## src/rtl/key_multi_ctrl.sv

```systemverilog
// key_multi_ctrl -- parametrised multi-key front end.
// Each key is synchronised (2 flops), debounced by a per-key counter,
// and tracked by a small FSM that emits one-cycle press/release/long
// pulses. A registered LED action unit reacts to those pulses.
// Optional macro KEY_LONG_PRESS_EN: when defined, hold counters and
// long-press detection are built and LED actions fire on short release.
// When undefined, long_pulse is tied low and LED actions fire on press.
module key_multi_ctrl #(
    parameter int KEY_NUM  = 4,
    parameter int LED_NUM  = 3,
    parameter int DEB_CYC  = 1000000,
    parameter int LONG_CYC = 50000000
) (
    input  logic               clk,
    input  logic               rst_n,
    input  logic [KEY_NUM-1:0] key_in,
    output logic [KEY_NUM-1:0] key_state,
    output logic [KEY_NUM-1:0] press_pulse,
    output logic [KEY_NUM-1:0] release_pulse,
    output logic [KEY_NUM-1:0] long_pulse,
    output logic [LED_NUM-1:0] led
);

    localparam int               DEB_W    = $clog2(DEB_CYC);
    localparam logic [DEB_W-1:0] DEB_ZERO = DEB_W'(0);
    localparam logic [DEB_W-1:0] DEB_ONE  = DEB_W'(1);
    localparam logic [DEB_W-1:0] DEB_LAST = DEB_W'(DEB_CYC - 1);
    localparam logic [KEY_NUM-1:0] KEY_ONE = KEY_NUM'(1);

`ifdef KEY_LONG_PRESS_EN
    localparam int                HOLD_W    = $clog2(LONG_CYC);
    localparam logic [HOLD_W-1:0] HOLD_ZERO = HOLD_W'(0);
    localparam logic [HOLD_W-1:0] HOLD_ONE  = HOLD_W'(1);
    localparam logic [HOLD_W-1:0] HOLD_LAST = HOLD_W'(LONG_CYC - 1);

    typedef enum logic [1:0] {
        ST_IDLE      = 2'd0,
        ST_PRESSED   = 2'd1,
        ST_LONG_HELD = 2'd2
    } key_st_e;
`else
    typedef enum logic [1:0] {
        ST_IDLE    = 2'd0,
        ST_PRESSED = 2'd1
    } key_st_e;
`endif

    // Isolate the lowest set bit so the lowest key index wins arbitration.
    function automatic logic [KEY_NUM-1:0] lowest_set(input logic [KEY_NUM-1:0] vec);
        lowest_set = vec & (~vec + KEY_ONE);
    endfunction

    logic [KEY_NUM-1:0] sync1_r;
    logic [KEY_NUM-1:0] sync2_r;
    logic [KEY_NUM-1:0] stable_s;
    logic [KEY_NUM-1:0] press_s;
    logic [KEY_NUM-1:0] release_s;
    logic [KEY_NUM-1:0] event_s;
    logic [KEY_NUM-1:0] win_s;
    logic               clear_s;
    logic [LED_NUM-1:0] led_r;
    logic [LED_NUM-1:0] led_nxt_s;
`ifdef KEY_LONG_PRESS_EN
    logic [KEY_NUM-1:0] long_s;
    logic [KEY_NUM-1:0] short_s;
`endif

    // Two-flop synchroniser for the asynchronous, active-low key pins.
    always_ff @(posedge clk or negedge rst_n) begin
        if (!rst_n) begin
            sync1_r <= {KEY_NUM{1'b1}};
            sync2_r <= {KEY_NUM{1'b1}};
        end else begin
            sync1_r <= key_in;
            sync2_r <= sync1_r;
        end
    end

    for (genvar k = 0; k < KEY_NUM; k++) begin : g_key
        logic [DEB_W-1:0] deb_cnt_r;
        logic             stable_r;
        logic             press_r;
        logic             release_r;
        logic             level_s;
        logic             differ_s;
        logic             accept_s;
        logic             acc_press_s;
        logic             acc_rel_s;
        key_st_e          state_r;
        key_st_e          state_nxt_s;

        // Synced level converted to 1 = pressed; accept once it has differed
        // from the stable level for DEB_CYC consecutive cycles.
        assign level_s     = ~sync2_r[k];
        assign differ_s    = (level_s != stable_r);
        assign accept_s    = differ_s && (deb_cnt_r == DEB_LAST);
        assign acc_press_s = accept_s & level_s;
        assign acc_rel_s   = accept_s & ~level_s;

        // Debounce counter and accepted (stable) key level.
        always_ff @(posedge clk or negedge rst_n) begin
            if (!rst_n) begin
                deb_cnt_r <= DEB_ZERO;
                stable_r  <= 1'b0;
            end else if (!differ_s) begin
                deb_cnt_r <= DEB_ZERO;
            end else if (accept_s) begin
                deb_cnt_r <= DEB_ZERO;
                stable_r  <= level_s;
            end else begin
                deb_cnt_r <= deb_cnt_r + DEB_ONE;
            end
        end

        // Press/release pulses registered on the same edge as stable flips.
        always_ff @(posedge clk or negedge rst_n) begin
            if (!rst_n) begin
                press_r   <= 1'b0;
                release_r <= 1'b0;
            end else begin
                press_r   <= acc_press_s;
                release_r <= acc_rel_s;
            end
        end

`ifdef KEY_LONG_PRESS_EN
        logic [HOLD_W-1:0] hold_r;
        logic [HOLD_W-1:0] hold_nxt_s;
        logic              short_r;
        logic              short_nxt_s;
        logic              long_r;
        logic              long_nxt_s;

        // Key FSM state, hold counter and short/long event registers.
        always_ff @(posedge clk or negedge rst_n) begin
            if (!rst_n) begin
                state_r <= ST_IDLE;
                hold_r  <= HOLD_ZERO;
                short_r <= 1'b0;
                long_r  <= 1'b0;
            end else begin
                state_r <= state_nxt_s;
                hold_r  <= hold_nxt_s;
                short_r <= short_nxt_s;
                long_r  <= long_nxt_s;
            end
        end

        // Key FSM next state: short release vs. long hold detection.
        always_comb begin
            state_nxt_s = state_r;
            hold_nxt_s  = hold_r;
            short_nxt_s = 1'b0;
            long_nxt_s  = 1'b0;
            case (state_r)
                ST_IDLE: begin
                    if (acc_press_s) begin
                        state_nxt_s = ST_PRESSED;
                        hold_nxt_s  = HOLD_ZERO;
                    end else begin
                        state_nxt_s = ST_IDLE;
                    end
                end
                ST_PRESSED: begin
                    if (acc_rel_s) begin
                        state_nxt_s = ST_IDLE;
                        short_nxt_s = 1'b1;
                    end else if (hold_r == HOLD_LAST) begin
                        state_nxt_s = ST_LONG_HELD;
                        long_nxt_s  = 1'b1;
                    end else begin
                        hold_nxt_s = hold_r + HOLD_ONE;
                    end
                end
                ST_LONG_HELD: begin
                    if (acc_rel_s) begin
                        state_nxt_s = ST_IDLE;
                    end else begin
                        state_nxt_s = ST_LONG_HELD;
                    end
                end
                default: begin
                    state_nxt_s = ST_IDLE;
                end
            endcase
        end

        assign short_s[k] = short_r;
        assign long_s[k]  = long_r;
`else
        // Key FSM state register (press/release tracking only).
        always_ff @(posedge clk or negedge rst_n) begin
            if (!rst_n) begin
                state_r <= ST_IDLE;
            end else begin
                state_r <= state_nxt_s;
            end
        end

        // Key FSM next state: follow accepted press and release.
        always_comb begin
            state_nxt_s = state_r;
            case (state_r)
                ST_IDLE: begin
                    if (acc_press_s) begin
                        state_nxt_s = ST_PRESSED;
                    end else begin
                        state_nxt_s = ST_IDLE;
                    end
                end
                ST_PRESSED: begin
                    if (acc_rel_s) begin
                        state_nxt_s = ST_IDLE;
                    end else begin
                        state_nxt_s = ST_PRESSED;
                    end
                end
                default: begin
                    state_nxt_s = ST_IDLE;
                end
            endcase
        end
`endif

        assign stable_s[k]  = stable_r;
        assign press_s[k]   = press_r;
        assign release_s[k] = release_r;
    end

`ifdef KEY_LONG_PRESS_EN
    assign long_pulse = long_s;
    assign event_s    = short_s;
    assign clear_s    = |long_s;
`else
    assign long_pulse = {KEY_NUM{1'b0}};
    assign event_s    = press_s;
    assign clear_s    = 1'b0;
`endif

    assign key_state     = stable_s;
    assign press_pulse   = press_s;
    assign release_pulse = release_s;
    assign win_s         = lowest_set(event_s);

    // LED action: clear beats set-all/toggle; lowest key index wins.
    always_comb begin
        led_nxt_s = led_r;
        if (clear_s) begin
            led_nxt_s = {LED_NUM{1'b0}};
        end else if (win_s[KEY_NUM-1]) begin
            led_nxt_s = {LED_NUM{1'b1}};
        end else begin
            led_nxt_s = led_r ^ win_s[LED_NUM-1:0];
        end
    end

    // LED register, updated one cycle after the triggering event.
    always_ff @(posedge clk or negedge rst_n) begin
        if (!rst_n) begin
            led_r <= {LED_NUM{1'b0}};
        end else begin
            led_r <= led_nxt_s;
        end
    end

    assign led = led_r;

endmodule
```

## config.mk

```make
export PLATFORM = sky130hd
export DESIGN_NAME = key_multi_ctrl
export DESIGN_NICKNAME = d
export VERILOG_FILES = /design/src/rtl/key_multi_ctrl.sv
export SDC_FILE = /design/constraint.sdc
export NUM_CORES = 1
export LEC_CHECK = 0
export BUFFER_PORTS_ARGS = -buffer_cell sky130_fd_sc_hd__buf_2
export CAP_MARGIN = 0
export CELL_PAD_IN_SITES_DETAIL_PLACEMENT = 1
export CELL_PAD_IN_SITES_GLOBAL_PLACEMENT = 2
export CORE_ASPECT_RATIO = 1.1
export CORE_MARGIN = 2
export CORE_UTILIZATION = 40
export DETAILED_ROUTE_END_ITERATION = 7
export GPL_ROUTABILITY_DRIVEN = 0
export PLACE_DENSITY_LB_ADDON = 0.1
export SLEW_MARGIN = 15
export SYNTH_ARGS = -nofsm -noshare
export SYNTH_HDL_FRONTEND = slang
export SYNTH_SLANG_ARGS = --single-unit
```

## constraint.sdc

```tcl
create_clock -name clk -period 2.57 [get_ports clk]
set_clock_uncertainty 0.2 [all_clocks]
set_input_delay 0.257 -clock clk [delete_from_list [all_inputs] [get_ports clk]]
set_output_delay 0.257 -clock clk [all_outputs]
set_load 0.02 [all_outputs]
```

Word-level counts from Yosys, hierarchy flattened
Index checks and enable logic that the tools add are counted.

storage, ports and cells
  input port bits = 6
  register bits after elaboration = 103
  word-level logic and storage cells = 64
  output and inout bits = 19

operators by class
  equal/unequal tests = 8
  reduce and logical (&&, ||, !) cells = 8
  mux-type cells = 9
  bitwise operators = 15
  add/sub/neg operators = 5

operator list
  operator                                                         count
  20-bit 2-to-1 mux                                                8
  20-bit by 1-bit adder with 20-bit output, second input constant  4
  20-bit equality test, second input constant                      4
  1-bit bitwise AND                                                8
  2-bit AND reduction                                              4
  4-bit by 1-bit adder with 4-bit output, second input constant    1
  4-bit bitwise AND                                                1
  1-bit logical AND                                                4
  1-bit != test                                                    4
  1-bit NOT                                                        4
  4-bit NOT                                                        1
  3-bit 2-to-1 mux                                                 1
  3-bit XOR                                                        1

Longest topological paths before layout
  word-level depth = 5
  gate-level depth with buffers = 6
  mapped depth without buffers = 5

Least setup slack after synthesis
Ideal clock, no wire load.

  path kind = register to register
  from = register g_key[0].deb_cnt_r[0]
  to = register g_key[0].deb_cnt_r[10]
  arrival time = 1750 ps
  slack = 499 ps
  required time = 2249 ps
  cell stages (with the launch flop) = 7
  period minus slack after synthesis = 2071 ps
  cells stage by stage = dfrtp_1 ha_1 nand2_1 or4_1 o21bai_4 buf_2 nor2_1

between the ends
  cells in the longest elaborated chain, start to end = 4
  elaborated cells on any way between the ends = 5
  classes of those cells = add/sub (1); eq/ne (1); mux (2); reduce/logical (1)

ends and longest elaborated chain
  item                                                                                              line  RTL
  from (decl)                                                                                       80    logic [DEB_W-1:0] deb_cnt_r;
  from (signal assigned)                                                                            111   deb_cnt_r <= deb_cnt_r + DEB_ONE;
  parallel branches: the longest is 2 deep, another holds 20-bit by 1-bit adder with 20-bit output  --
  20-bit 2-to-1 mux (*)                                                                             107   end else if (accept_s) begin
  20-bit 2-to-1 mux (*)                                                                             105   end else if (!differ_s) begin

Mark *: on every way between the ends.
A chain may end at the register's enable or synchronous reset.

Worst setup path in the final report
  from = register g_key[0].deb_cnt_r[0]
  to = register g_key[0].deb_cnt_r[6]

Same word-level chain as after synthesis.

==> out/metrics.csv <==
stage,metric,value,unit
setup_path,worst-setup-path-type,flip-flop to flip-flop,
synth,yosys-top-cells-count,"95 x dfrtp_1, 74 x nor2_1, 40 x xnor2_1, 32 x nand3_1, 23 x nand2_1",
sta,period_needed,2.24,ns
route,detail_route.wirelength.met1,4.88,mm
power,switchingPower,666,uW
setup_path,worstSetupStartpoint,g_key[0].deb_cnt_r[0],
hold_path,hp-class,flip-flop to flip-flop,
sta,drv_slew,0,
sta,final.setup.tns,0,ns
power,powerDensity,558,nW/um2
route,drt-total-wl,10.3,mm
sta,worst_pin_slew,0.546,ns
floorplan,die_x,110,um
synth,synth_top_area_share,48.0,%
run,cap_violations,0,
synth,ys_async_sr_fraction,100,%
cts,numCtsBuffers,9,
setup_path,crit_end,g_key[0].deb_cnt_r[6],
synth,ys_types,38,
power,p_int,2.39,mW
sta,setup_viol,0,
setup_path,crit_path_top_delay_cell,or4_1,
synth,yosys_warnings,0,
synth,synthCells,495,
power,p_leak,2.18,nW
route,firstDrtPassIters,4,
synth,netlist_area,4950,um2
sta,max_freq,0.446,GHz
floorplan,rows,42,
sta,min_period_over_period,87.3,%
sta,final_hold_viol_count,0,
synth,synthFlopType,dfrtp_1,
floorplan,design.core.area,12000,um2
cts,cts.reportedPaths.clkPinSlew,0.07,ns
setup_path,cp_max_fo,19,
cts,cts_max_level,3,
floorplan,die_h,121,um
setup_path,r2r_slack,0.33,ns
layout,nNetsFinal,524,
setup_path,r2r_end,g_key[0].deb_cnt_r[6],
setup_path,critPathArrivalTime,2.25,ns
route,top_layer,met4,
sta,slew_headroom,63.6,%
global_routing,grt_usage,17.6,%
global_routing,antenna_found_initial,0,
setup_path,r2r.worst_path.cells,5,
power,ir_worst_vdd,0.263,mV
setup_path,worstPathRequired,2.57,ns
cts,clk_latency,0.34,ns
cts,clk_path_buf_depth,2,
layout,syn_to_final_growth,10.5,%
route,via_count,3644,
status,status,"complete, no violations",
floorplan,start_util,41.1,%
global_routing,grt_remaining_overflow,0,
power,p_comb_share,3.7,%
placement,io_buffers,20,
route,ant_nets,0,
setup_path,end_kind,flip-flop,
synth,synth_seq_area_share,52.3,%
synth,synth_top_cell_by_area,dfrtp_1,
cts,cts_sinks,103,
global_routing,grt_pass1_vias,3758,
route,wl_met2,5.03,mm
synth,synth_edf_count,0,
cts,cts_tree,yes,
power,p_clk_share,41.6,%
synth,ys_seq_elements,103,
placement,dp_hpwl,7.20,mm
floorplan,die_area,13300,um2
route,routedWlPerCell,15.4,um
synth,yosysMostFrequentCell,dfrtp_1,
setup_path,slowest_delay,0.63,ns
route,first_iter_violations,151,
synth,avgSynthCellArea,10.0,um2
power,switching_share,21.8,%
route,avgViaCountPerCell,5.42,
setup_path,crit_chain,"ha_1, nand2_1, or4_1, o21bai_4, nor2_1",
setup_path,reg2reg_from,g_key[0].deb_cnt_r[0],
layout,antenna_cells,0,
layout,layout-drive-gt1-share,10.2,%
sta,rsz0062_at_grt,no,
power,pwr-share-seq,54.7,%
setup_path,start_kind,flip-flop,
layout,final_util,45.5,%
synth,synthTopCellsByArea,"dfrtp_1 48%, xnor2_1 7.1%, nor2_1 5.6%, dfstp_2 4.2%, nand3_1 3.2%",
global_routing,grt_max_degree,44,
floorplan,io_pins,25,
route,dr_wl_met3,208,um
global_routing,grt_pass1_wl,18.3,mm
cts,cts_root_buf,clkbuf_16,
route,remaining_drc_errors,0,
power,power,3.05,mW
cell usage in the layout, fill, tap and decap left out, drive strengths merged, types with 7 or more instances in the layout:
master / count
a21oi: 21
and3: 7
buf: 28
clkbuf: 14
dfrtp: 95
dfstp: 8
inv: 21
nand2: 23
nand3: 32
nand4: 19
nor2: 74
nor3: 12
nor4: 18
o21ai: 10
o31ai: 14
or3: 9
or4: 17
xnor2: 40
xor2: 17
worst min path at each step:
stage                             to  slack, ns  startpoint  depth (start not counted)
3_5_place_dp   g_key[1].deb_cnt_r[8]       0.08       rst_n                          1
4_1_cts                   sync2_r[2]       0.16  sync1_r[2]                          0
2_1_floorplan  g_key[0].deb_cnt_r[0]      -0.24       rst_n                          0
3_3_place_gp   g_key[1].deb_cnt_r[8]       0.08       rst_n                          1
5_1_grt                   sync2_r[2]       0.16  sync1_r[2]                          0
6_report                  sync2_r[2]       0.16  sync1_r[2]                          0
power groups by stage:
| stage | Sequential [mW] | Combinational, mW | Clock, mW |
|---|---|---|---|
| 2_1_floorplan | 1.69 | 0.0587 | 0 |
| 3_3_place_gp | 1.70 | 0.111 | 0 |
| 3_5_place_dp | 1.70 | 0.114 | 0 |
| 4_1_cts | 1.67 | 0.120 | 1.33 |
| 5_1_grt | 1.67 | 0.135 | 1.39 |
| 6_report | 1.67 | 0.114 | 1.27 |
worst max-delay path: cells and delay by family (launching register included):
family / cells / cell delay, ns
flip-flops: 1 / 0.39
AO/OA/AOI/OAI: 1 / 0.46
adder cells (fa/ha/maj): 1 / 0.24
AND/OR/NAND/NOR: 3 / 0.81
sequential cells by signal, summed over array words and instances (netlist names):
name and cells:
sync2_r 4, g_key.release_r 4, sync1_r 4, g_key.stable_r 4, g_key.deb_cnt_r 80, led 3, g_key.press_r 4
stage by stage:
stage | instances | setup slack (ns) | cell area [um2] | hold WS [ns]
finish | 672 | 0.327 | 5470 | 0.157
global route | 672 | 0.174 | 5470 | 0.165
CTS | 672 | 0.319 | 5470 | 0.159
detailed placement | 652 | 0.315 | 5150 | 0.0807
global placement | 652 | 0.366 | 5150 | 0.0761
floorplan | 498 | 0.499 | 4960 | -0.239
logic make-up (layout without fill, tap and decap cells):
kind of cell / Yosys count / count (layout) / synth area share, %
fa+ha+maj: 4 / 4 / 1.01
simple gates: 228 / 228 / 24.4
other cells: 1 / 4 / 0.0757
buf+inv: 49 / 69 / 5.18
compound gates: 48 / 48 / 5.99
mux: 5 / 5 / 1.04
flops: 103 / 103 / 52.3
xor+xnor: 57 / 57 / 10.1
area by class of cell:
class / instances / area, um2
clock inverter: 1 / 5.00
multi-input combinational: 346 / 2120
sequential: 103 / 2590
fill: 1353 / 6560
timing repair buffer: 33 / 225
tap: 154 / 193
clock buffer: 14 / 264
inverter: 21 / 78.8
what timing repair did:
item,4_1_cts,5_1_grt
setup buffers,0,0
resized for setup,0,0
hold buffers,5,0
endpoints found under the hold margin,38,0
metal layers:
layer	track usage, %	vias up
met2	28.5	42
met4	6.96	0
met5	0	-
li1	-	1756
met3	2.91	16
met1	23.3	1830
Note: power is estimated with default switching activity, not from simulation.
